### src/rtl/decoder_if.sv
// rtl/decoder_if.sv - digit/control inputs and registered segment outputs of the seven-segment decoder
interface decoder_if;
    logic [3:0] bcd;
    logic       lamp_test;
    logic       blank;
    logic [6:0] sete_seg;
    logic       invalid;

    modport master (
        output bcd,
        output lamp_test,
        output blank,
        input  sete_seg,
        input  invalid
    );

    modport slave (
        input  bcd,
        input  lamp_test,
        input  blank,
        output sete_seg,
        output invalid
    );
endinterface

### src/rtl/decoder.sv
// rtl/decoder.sv - registered BCD/hex to seven-segment decoder; DECODER_HEX_EN enables glyphs for 10-15
module decoder #(
    parameter int COMMON_ANODE = 0
) (
    input  logic     clk,
    input  logic     rst_n,
    decoder_if.slave dec
);
    // XOR mask applied at the output register; invalid is never masked
    localparam logic [6:0] POLARITY = (COMMON_ANODE != 0) ? 7'h7F : 7'h00;
    localparam logic [6:0] ALL_LIT  = 7'h7F;
    localparam logic [6:0] ALL_DARK = 7'h00;

    logic [6:0] decode_pat;
    logic       decode_invalid;
    logic [6:0] seg_q;
    logic       invalid_q;

    always_comb begin
        decode_pat     = 7'h01;
        decode_invalid = 1'b0;
        unique case (dec.bcd)
            4'd0:    decode_pat = 7'h7E;
            4'd1:    decode_pat = 7'h30;
            4'd2:    decode_pat = 7'h6D;
            4'd3:    decode_pat = 7'h79;
            4'd4:    decode_pat = 7'h33;
            4'd5:    decode_pat = 7'h5B;
            4'd6:    decode_pat = 7'h5F;
            4'd7:    decode_pat = 7'h70;
            4'd8:    decode_pat = 7'h7F;
            4'd9:    decode_pat = 7'h7B;
`ifdef DECODER_HEX_EN
            4'd10:   decode_pat = 7'h77;
            4'd11:   decode_pat = 7'h1F;
            4'd12:   decode_pat = 7'h4E;
            4'd13:   decode_pat = 7'h3D;
            4'd14:   decode_pat = 7'h4F;
            4'd15:   decode_pat = 7'h47;
`else
            // Non-decimal codes show a dash on segment g and raise invalid
            default: begin
                decode_pat     = 7'h01;
                decode_invalid = 1'b1;
            end
`endif
        endcase
    end

    always_ff @(posedge clk) begin
        if (!rst_n) begin
            seg_q     <= ALL_DARK ^ POLARITY;
            invalid_q <= 1'b0;
        end else if (dec.lamp_test) begin
            seg_q     <= ALL_LIT ^ POLARITY;
            invalid_q <= 1'b0;
        end else if (dec.blank) begin
            seg_q     <= ALL_DARK ^ POLARITY;
            invalid_q <= 1'b0;
        end else begin
            seg_q     <= decode_pat ^ POLARITY;
            invalid_q <= decode_invalid;
        end
    end

    assign dec.sete_seg = seg_q;
    assign dec.invalid  = invalid_q;
endmodule

### src/flat_wrapper.sv
// flat-port wrapper written by rule: the top's interface ports become plain ports
module decoder_flat 
#(
    parameter int COMMON_ANODE = 0
)
  (clk, rst_n, dec_bcd, dec_lamp_test, dec_blank, dec_sete_seg, dec_invalid);
  decoder_if dec_i ();
  input  logic clk;
  input  logic rst_n;
  input wire logic [$bits(dec_i.bcd)-1:0] dec_bcd;
  input wire logic [$bits(dec_i.lamp_test)-1:0] dec_lamp_test;
  input wire logic [$bits(dec_i.blank)-1:0] dec_blank;
  output wire logic [$bits(dec_i.sete_seg)-1:0] dec_sete_seg;
  output wire logic [$bits(dec_i.invalid)-1:0] dec_invalid;
  assign dec_i.bcd = dec_bcd;
  assign dec_i.lamp_test = dec_lamp_test;
  assign dec_i.blank = dec_blank;
  assign dec_sete_seg = dec_i.sete_seg;
  assign dec_invalid = dec_i.invalid;
  decoder #(.COMMON_ANODE(COMMON_ANODE)) u_core (.clk(clk), .rst_n(rst_n), .dec(dec_i));
endmodule
### config.mk
export PLATFORM = sky130hd
export DESIGN_NAME = decoder_flat
export DESIGN_NICKNAME = d
export VERILOG_FILES = /design/src/rtl/decoder_if.sv /design/src/rtl/decoder.sv /design/src/flat_wrapper.sv
export SDC_FILE = /design/constraint.sdc
export NUM_CORES = 1
export LEC_CHECK = 0
export CELL_PAD_IN_SITES_DETAIL_PLACEMENT = 1
export CELL_PAD_IN_SITES_GLOBAL_PLACEMENT = 2
export CORE_UTILIZATION = 22
export CTS_BUF_LIST = sky130_fd_sc_hd__clkbuf_4 sky130_fd_sc_hd__clkbuf_8 sky130_fd_sc_hd__clkbuf_16
export CTS_CLUSTER_DIAMETER = 100
export DETAILED_ROUTE_END_ITERATION = 6
export GPL_TIMING_DRIVEN = 1
export HOLD_SLACK_MARGIN = 0.12
export PLACE_DENSITY_LB_ADDON = 0.1
export SKIP_CTS_REPAIR_TIMING = 1
export SYNTH_ARGS = -nofsm -noshare
export SYNTH_HDL_FRONTEND = slang
export SYNTH_SLANG_ARGS = --single-unit
### constraint.sdc
create_clock -name clk -period 1.4 [get_ports clk]
set_input_delay 0.14 -clock clk [delete_from_list [all_inputs] [get_ports clk]]
set_output_delay 0.14 -clock clk [all_outputs]
set_load 0.02 [all_outputs]
==> impl_metrics.csv <==
group,metric,value,unit
timing,timing_limited_maximum_frequency,777,MHz
clock_tree,cts_tree,"yes",
timing,min_period_over_period,92.0,%
worst_setup_path,crit_path_top_delay_cell,"sky130_fd_sc_hd__clkdlybuf4s50_1",
worst_setup_path,critical-path-max-stage-delay,0.60,ns
global_routing,grt_max_degree,10,
worst_setup_path,cp.buffers_inverters,1,
power_and_ir_drop,switching_share,25.1,%
layout,n_antenna_cell,0,
synthesis,register_area_share_after_synthesis,44.8,%
synthesis,synth_edf_count,0,
timing,tightestPinTransition,0.313,ns
power_and_ir_drop,total_power,550,µW
layout,fill_cells,183,
synthesis,yosysUniqueCellTypes,22,
global_routing,grt_overflow_total,0,
drt,avgRoutedWirePerCell,11.3,µm
timing,report.final.setup_viol,0,
floorplanning,io-pin-count,16,
floorplanning,fp.dieArea,1790,µm²
placed_design,post-place-cells,72,
drt,vias_cell,4.79,
timing,maxSlewViolCount,0,
min_path,min_delay_worst_endpoint,"u_core.dec.invalid",
synthesis,synth_top_cell_by_area,"sky130_fd_sc_hd__dfxtp_1",
power_and_ir_drop,power.density_cell_area,978,nW/µm²
placed_design,dp.final_hpwl,774,µm
synthesis,syn_area_per_cell,8.95,µm²
worst_setup_path,cp_top_family,"buffers and inverters",
placed_design,placement.io_buffers,15,
run,cap_violations,0,
power_and_ir_drop,part_of_the_total_power_dissipated_in_combinational_logic,25.1,%
timing,grt_setup_unrepaired,"no",
worst_setup_path,worstSetupEndpointType,"output port",
worst_setup_path,criticalPathCategory,"reg2out",
clock_tree,root_buffer,"sky130_fd_sc_hd__clkbuf_4",
clock_tree,cts.htree.levels,1,
clock_tree,cts.sink_count,8,
floorplanning,die_height,42.3,µm
clock_tree,cts_inserted_buffers,3,
global_routing,grt_antenna_before_repair,0,
drt,detail_route.drc_violations,0,
synthesis,post_synth_instance_area,358,µm²
synthesis,net_count_of_the_mapped_netlist,48,
clock_tree,cts.path.max_buffers,2,
global_routing,grt_pass1_vias,359,
synthesis,yosys_warnings,0,
floorplanning,placementRows,14,
timing,finalHoldViolCount,0,
synthesis,area_fraction_of_the_dominant_cell_type_after_synthesis,44.8,%
layout,areaGrowthSynthToFinish,57.3,%
power_and_ir_drop,static-leakage-power,0.222,nW
global_routing,gr-usage-all-layers,10.9,%
worst_setup_path,arrival_time_worst_endpoint,1.15,ns
placed_design,finalWeightedCongestion,0.675,
placed_design,detailed_place.area,541,µm²
synthesis,ys_dominant_reg_cell,"sky130_fd_sc_hd__dfxtp_1",
floorplanning,die_width,42.3,µm
drt,drt_wl_total,850,µm
worst_setup_path,critical_path_data_required_time,1.26,ns
power_and_ir_drop,sequentialPowerShare,45.2,%
worst_setup_path,setup.worst_path.start_class,"flop",
worst_setup_path,critical_path.cell_chain,"clkdlybuf4s50_1",
drt,drt_first_pass_iters,3,
global_routing,wire_length_of_the_first_global_routing_pass,1.48,mm
drt,postRouteAntennaNets,0,
timing,fin_crit,1.29,ns
power_and_ir_drop,net-switching-power,138,µW
power_and_ir_drop,internal_power_component,412,µW
drt,drtIter0Drc,3,
floorplanning,design.core.area,1510,µm²
synthesis,cell_count_after_synthesis,40,
outcome,outcome,"complete, no violations",
timing,max_slew_margin,79.1,%
synthesis,synth-async-reset-ratio,0,%
synthesis,ys_ff_latch,8,
power_and_ir_drop,pwr-share-clk,29.7,%
layout,stdcell_count,75,
layout,num-nets-final,69,
min_path,hold_path.startpoint,"dec_blank",
drt,route.vias.total,359,
floorplanning,initial_core_util,23.8,%
min_path,worst_hold_path.num_cells,2,
layout,post-route-cell-area,563,µm²
power_and_ir_drop,vdd_drop_max,239,µV
min_path,min_path_type,"in2reg",
layout,postLayoutCoreUtil,37.4,%
clock_tree,clk_transition_reported_paths,0.05,ns
synthesis,synth.top_cells.by_area,"sky130_fd_sc_hd__dfxtp_1 45%, sky130_fd_sc_hd__o21ai_1 7.0%, sky130_fd_sc_hd__o31ai_1 6.3%",
layout,layout-drive-gt1-share,16.9,%
worst_setup_path,worstPathMaxFanout,1,
[through the flow]
stage	hold slack, ns	setup slack, ns	setup TNS [ns]
final	0.488	0.112	0
after global routing	0.495	0.0581	0
after CTS	0.478	0.0973	0
after detailed placement	0.731	-0.0856	-0.138
after global placement	0.739	-0.00253	-0.00253
after floorplan	0.216	0.517	0
[worst max path at each step]
| stage | to | slack [ns] | cells past startpoint | startpoint |
|---|---|---|---|---|
| after floorplan | u_core.dec.sete_seg[3] | 0.52 | 4 | dec_bcd[1] |
| after global placement | u_core.dec.sete_seg[3] | -0.003 | 4 | dec_bcd[1] |
| after detailed placement | u_core.dec.sete_seg[3] | -0.09 | 4 | dec_bcd[1] |
| after CTS | dec_sete_seg[1] | 0.1 | 1 | u_core.dec.sete_seg[1] |
| after global routing | dec_sete_seg[1] | 0.06 | 1 | u_core.dec.sete_seg[1] |
| final | dec_sete_seg[1] | 0.11 | 1 | u_core.dec.sete_seg[1] |
[state kept, by name, summed over array words and instances (netlist names)]
name,flops
u_core.dec.sete_seg,7
u_core.dec.invalid,1
[routing by layer]
| layer | routed length, µm | track usage, % |
|---|---|---|
| met1 | 358 | 11.1 |
| met2 | 440 | 20.0 |
| met3 | 52 | 4.31 |
| met4 | 0 | 3.75 |
| met5 | 0 | 0 |
[power by group through the flow]
stage / registers [mW] / logic [mW] / clock network, mW
5_1_grt: 0.249 / 0.150 / 0.189
6_report: 0.249 / 0.138 / 0.164
4_1_cts: 0.249 / 0.140 / 0.173
3_5_place_dp: 0.254 / 0.140 / 0
2_1_floorplan: 0.274 / 0.0450 / 0
3_3_place_gp: 0.253 / 0.137 / 0
[cell usage in the layout (no fill, tap or decap)]
| cell type | netlist | routed |
|---|---|---|
| sky130_fd_sc_hd__and2_0 | 1 | 1 |
| sky130_fd_sc_hd__clkbuf_4 | 0 | 3 |
| sky130_fd_sc_hd__nand2_1 | 1 | 1 |
| sky130_fd_sc_hd__nand3_2 | 1 | 1 |
| sky130_fd_sc_hd__o21ai_2 | 1 | 1 |
| sky130_fd_sc_hd__clkdlybuf4s50_1 | 0 | 15 |
| sky130_fd_sc_hd__and3b_2 | 1 | 1 |
| sky130_fd_sc_hd__nand3_1 | 1 | 1 |
| sky130_fd_sc_hd__a22o_1 | 1 | 1 |
| sky130_fd_sc_hd__buf_4 | 0 | 3 |
| sky130_fd_sc_hd__a21oi_1 | 2 | 2 |
| sky130_fd_sc_hd__o21ai_1 | 5 | 5 |
| sky130_fd_sc_hd__nor2_1 | 2 | 2 |
| sky130_fd_sc_hd__inv_1 | 2 | 2 |
| sky130_fd_sc_hd__a211oi_1 | 1 | 1 |
| sky130_fd_sc_hd__nor3_1 | 1 | 1 |
| sky130_fd_sc_hd__a21o_2 | 1 | 1 |
| sky130_fd_sc_hd__nand2b_1 | 1 | 1 |
| sky130_fd_sc_hd__xnor2_1 | 1 | 1 |
| sky130_fd_sc_hd__nor2b_1 | 2 | 2 |
| sky130_fd_sc_hd__nor4b_1 | 1 | 1 |
| sky130_fd_sc_hd__o21ai_0 | 1 | 1 |
| sky130_fd_sc_hd__o31ai_1 | 3 | 3 |
| sky130_fd_sc_hd__dfxtp_1 | 8 | 8 |
[synthesized netlist by cell type (2+ instances only)]
| cell | number |
|---|---|
| sky130_fd_sc_hd__inv_1 | 2 |
| sky130_fd_sc_hd__o21ai_1 | 5 |
| sky130_fd_sc_hd__dfxtp_1 | 8 |
| sky130_fd_sc_hd__nor2b_1 | 2 |
| sky130_fd_sc_hd__a21oi_1 | 2 |
| sky130_fd_sc_hd__o31ai_1 | 3 |
| sky130_fd_sc_hd__buf_2 | 2 |
| sky130_fd_sc_hd__nor2_1 | 2 |
[cell type report]
type                       instances  area [µm²]  share of cell area [%]
tap                               16        20.0                    3.56
inverter                           2        7.51                    1.33
timing repair buffer              18         173                    30.7
clock buffer                       3        22.5                    4.00
multi-input combinational         28         180                    32.0
sequential                         8         160                    28.4
[cells by family after synthesis]
logic type,Yosys count,synth area share (%)
AND/OR/NAND/NOR,12,21.0
buffers and inverters,4,4.90
flip-flops,8,44.8
XOR/XNOR,1,2.45
AO/OA/AOI/OAI,15,26.9
Note: power is estimated with default switching activity, not from simulation.
==> RTL change 1: new RTL, same flow settings <==
The option `DECODER_HEX_EN` is turned on by a define.
--- a/src/rtl/decoder.sv
+++ b/src/rtl/decoder.sv
@@ -1,4 +1,6 @@
 // rtl/decoder.sv - registered BCD/hex to seven-segment decoder; DECODER_HEX_EN enables glyphs for 10-15
+`define DECODER_HEX_EN
+
 module decoder #(
     parameter int COMMON_ANODE = 0
 ) (
Formal check against the unedited RTL: not equivalent (a bounded check fails within 4 cycles, from zero or initial values and one cycle with rst_n low).
==> RTL change 1 against the unedited design <==
  * Global-route usage grew 2.8 points
  * Count of clock-buffer cells in the layout grew 1
  * Routed wire length grew 65%
  * Fmax is essentially flat
  * Synthesized area grew 32%
  * Sequential cell count shrank 1
  * Critical path depth is the same
  * Utilization grew 3.1 points
  * Power grew 12%
  * Worst setup slack gained 0.0010 ns
  * Final area grew 42%
  * Critical endpoint is now dec_sete_seg[4]
==> RTL change 1: results (changes against the unedited design) <==
cts.path.max_buffers: 2  # unchanged
synth_top_cells_by_area: "dfxtp_1, ha_1, nor2_1"
hp-class: "in2reg"
synth_ff_type: "dfxtp_1"
grt_max_degree: 9  # -1
port_buffers: 14  # -1
first_global_vias: 558  # +55%
route.met2.wl_um: 806  # +83%
grt_overflow: 0  # unchanged
crit_slowest_cell: "clkdlybuf4s50_1"
grt_usage: 0.138  # +0.0284
max_stage_delay_ns: 0.60  # about the same
use_met3: 0.0189  # -0.0242
met2_usage: 0.275  # +0.0746
fillers: 253  # +38%
yosysWarnings: 0  # unchanged
gp_congestion: 0.755  # +12%
routed-wl-met3_um: 35  # -33%
gr-usage-met1: 0.129  # +0.0177
synth_nets: 70  # +46%
async_reset_ff_frac: 0  # unchanged
wl_met1_um: 546  # +53%
synth_cell_type_count: 25  # +14%
dp_hpwl_mm: 1.24  # +61%
layout-drive-gt1-share: 0.315  # +0.145
status: "finished, final reports clean"
drtIter0Drc: 2  # -1
syn_inst: 56  # +40%
place_ws_ns: -0.333  # -0.248 ns
largest_reg_flops: 7  # unchanged
synth-seq-area-share: 0.296  # -0.151
antenna_cells: 0  # unchanged
grt_pass1_wl_mm: 2.39  # +62%
ys_top_cells_by_count: "dfxtp_1, nor2_1, ha_1"
stdcell_count: 116  # +55%
fin_nets: 104  # +51%
wirelength_mm: 1.40  # +65%
path_delay_family: "buffers and inverters"
ir_drop_mv: 0.249  # +3.8%
p_leak_nw: 0.393  # +77%
htreeDepth: 1  # unchanged
drtPass1Iterations: 2  # -1
placed_cells: 112  # +56%
avgViaCountPerCell: 4.40  # -8.2%
antenna_found_initial: 0  # unchanged
highest_layer: "met4"
RTL change 1: cell count changes in the layout (fill, tap and decap cells not counted), sizes merged, moves of 3 or more:
cell,delta
ha,+6
dlymetal6s2s,+3
clkdlybuf4s50,-4
a31oi,+3
o21ai,-5
nor2,+5
buf,+14
o31ai,-3
inv,+4
RTL change 1: path summary, 6_finish.rpt:
check / from / to / slack, ns / cells past startpoint
max: u_core.dec.sete_seg[4] / dec_sete_seg[4] / 0.11 / 1
min: dec_bcd[0] / u_core.dec.sete_seg[5] / 0.39 / 4
RTL change 1: cell families (layout without fill, tap and decap cells):
group	count (synthesis)	count (layout)	synth area share
buffers and inverters	8	41	0.0873
adders and majority gates	6	6	0.159
DFF	7	7	0.296
and+or+nand+nor	17	17	0.185
AOI/OAI and AO/OA	16	16	0.233
other	1	1	0.00793
muxes	1	1	0.0317
RTL change 1: tightest hold or removal path, stage by stage:
cell,delay (ns)
dlymetal6s2s_1,0.16
a31oi_1,0.12
nor2_1,0.11
a311oi_2,0.06
RTL change 1: per-stage QoR:
| stage | instance area (um2) | TNS (ns) | util | power [mW] |
|---|---|---|---|---|
| global placement | 756 | -1.91 | 0.381 | 0.423 |
| CTS | 786 | -0.234 | 0.396 | 0.626 |
| finish | 802 | 0 | 0.405 | 0.616 |
| detailed placement | 756 | -2.00 | 0.381 | 0.426 |
| floorplan | 473 | 0 | - | 0.313 |
| global route | 802 | 0 | 0.405 | 0.653 |
RTL change 1: cell type report:
type,count,area share
clock buffers,4,0.0374
inverters,6,0.0281
multi-input cells,41,0.374
flip-flops and latches,7,0.175
well taps,27,0.0421
repair buffers,31,0.343
RTL change 1: where the power goes:
group	switching [mW]	internal (mW)
clock	0.0671	0.128
sequential	0.00340	0.216
combinational	0.0952	0.107
total	0.166	0.450
==> RTL change 2: new RTL, same flow settings <==
Made on the original files. Reset style: asynchronous (`rst_n`), changed in one clocked block.
--- a/src/rtl/decoder.sv
+++ b/src/rtl/decoder.sv
@@ -47,7 +47,7 @@
         endcase
     end
 
-    always_ff @(posedge clk) begin
+    always_ff @(posedge clk or negedge rst_n) begin
         if (!rst_n) begin
             seg_q     <= ALL_DARK ^ POLARITY;
             invalid_q <= 1'b0;
Function: differs if rst_n is asserted again (counterexample within 4 cycles, from zero or initial values and one cycle with rst_n low); with rst_n held inactive, the same outputs for 10 cycles.
==> RTL change 2 against the unedited design <==
  * Sequential cell count unchanged
  * Worst setup slack got worse by 0.029 ns
  * Final area increased by 12%
  * Via count increased by 5.8%
  * Worst hold slack got worse by 0.33 ns
  * Synthesized area increased by 22%
  * Power increased by 3.4%
  * Fmax decreased by 2.2%
  * First-iteration DRC count increased by 33%
  * Routed wire length increased by 21%
  * Largest power group unchanged
==> RTL change 2: results (changes against the unedited design) <==
status: "finished, final reports clean"
clk_share: 0.0356  # -0.00443
grt_pass1_wl_mm: 1.66  # +12%
syn_inst: 44  # +10%
async_reset_ff_frac: 1.00  # +1.00
cp.arrival_ns: 1.18  # +0.03 ns
buffers_excl_clock: 19  # +1
p_leak_nw: 0.262  # +18%
num_vias: 380  # +5.8%
route.met2.wl_um: 497  # +13%
place_area_um2: 611  # +13%
ir_drop_mv: 0.245  # +2.3%
wl_per_cell_um: 12.0  # +5.8%
synth_ff_type: "dfrtp_1"
synth-seq-area-share: 0.460  # +0.0122
grt_max_degree: 12  # +2
area_growth_pct: 45.4
wirelength_mm: 1.03  # +21%
synth_nets: 52  # +8.3%
fillers: 211  # +15%
buffer_area_frac: 0.285  # -0.0221
inverters: 0  # -2
synth_top_cells_by_area: "dfrtp_1, buf_6, a21oi_1"
dp_hpwl_um: 840  # +8.6%
synth_cell_type_count: 24  # +9.1%
routed-wl-met3_um: 73  # +40%
register_area_um2: 200  # +25%
drtPass1Iterations: 4  # +1
switching_share: 0.263  # +0.0117
highest_layer: "met4"
placed_cells: 83  # +15%
hold_ws_ns: 0.161  # -0.327 ns
grt_usage: 0.113  # +0.00357
cp-startpoint: "u_core.dec.sete_seg[1]"
layout-drive-gt1-share: 0.164  # -0.00556
fin_nets: 71  # +2.9%
gp_congestion: 0.764  # +13%
max_freq_mhz: 760  # -2.2%
hp-class: "in2async"
drtIter0Drc: 4  # +1
first_global_vias: 386  # +7.5%
num-multi-input-gates: 31  # +11%
multi_input_area_um2: 199  # +10%
## RTL change 2: cell count changes in the layout (fill, tap and decap cells not counted), sizes merged, moves of 2 or more
cell,before,now
o31ai,3,0
dfxtp,8,0
o21ai,7,3
inv,2,0
o21bai,0,3
a21oi,2,4
dfrtp,0,8
or2,0,2
## RTL change 2: kinds of logic (layout without fill, tap and decap cells)
group | Yosys count | in the layout | synth area share
simple gates | 13 | 13 | 0.164
compound gates | 18 | 18 | 0.293
buf+inv | 5 | 22 | 0.0833
flops | 8 | 8 | 0.460
## RTL change 2: routing by layer
layer	up-vias	GRT usage
li1	188	-
met1	175	0.124
met2	15	0.192
met3	2	0.0275
met4	0	0.0706
met5	-	0
## RTL change 2: power groups by stage
stage	sequential, mW	clock, mW	combinational [mW]
after global placement	0.254	0	0.144
after detailed placement	0.255	0	0.149
after global routing	0.252	0.185	0.160
after floorplan	0.275	0	0.0584
after CTS	0.251	0.176	0.150
final	0.251	0.171	0.147
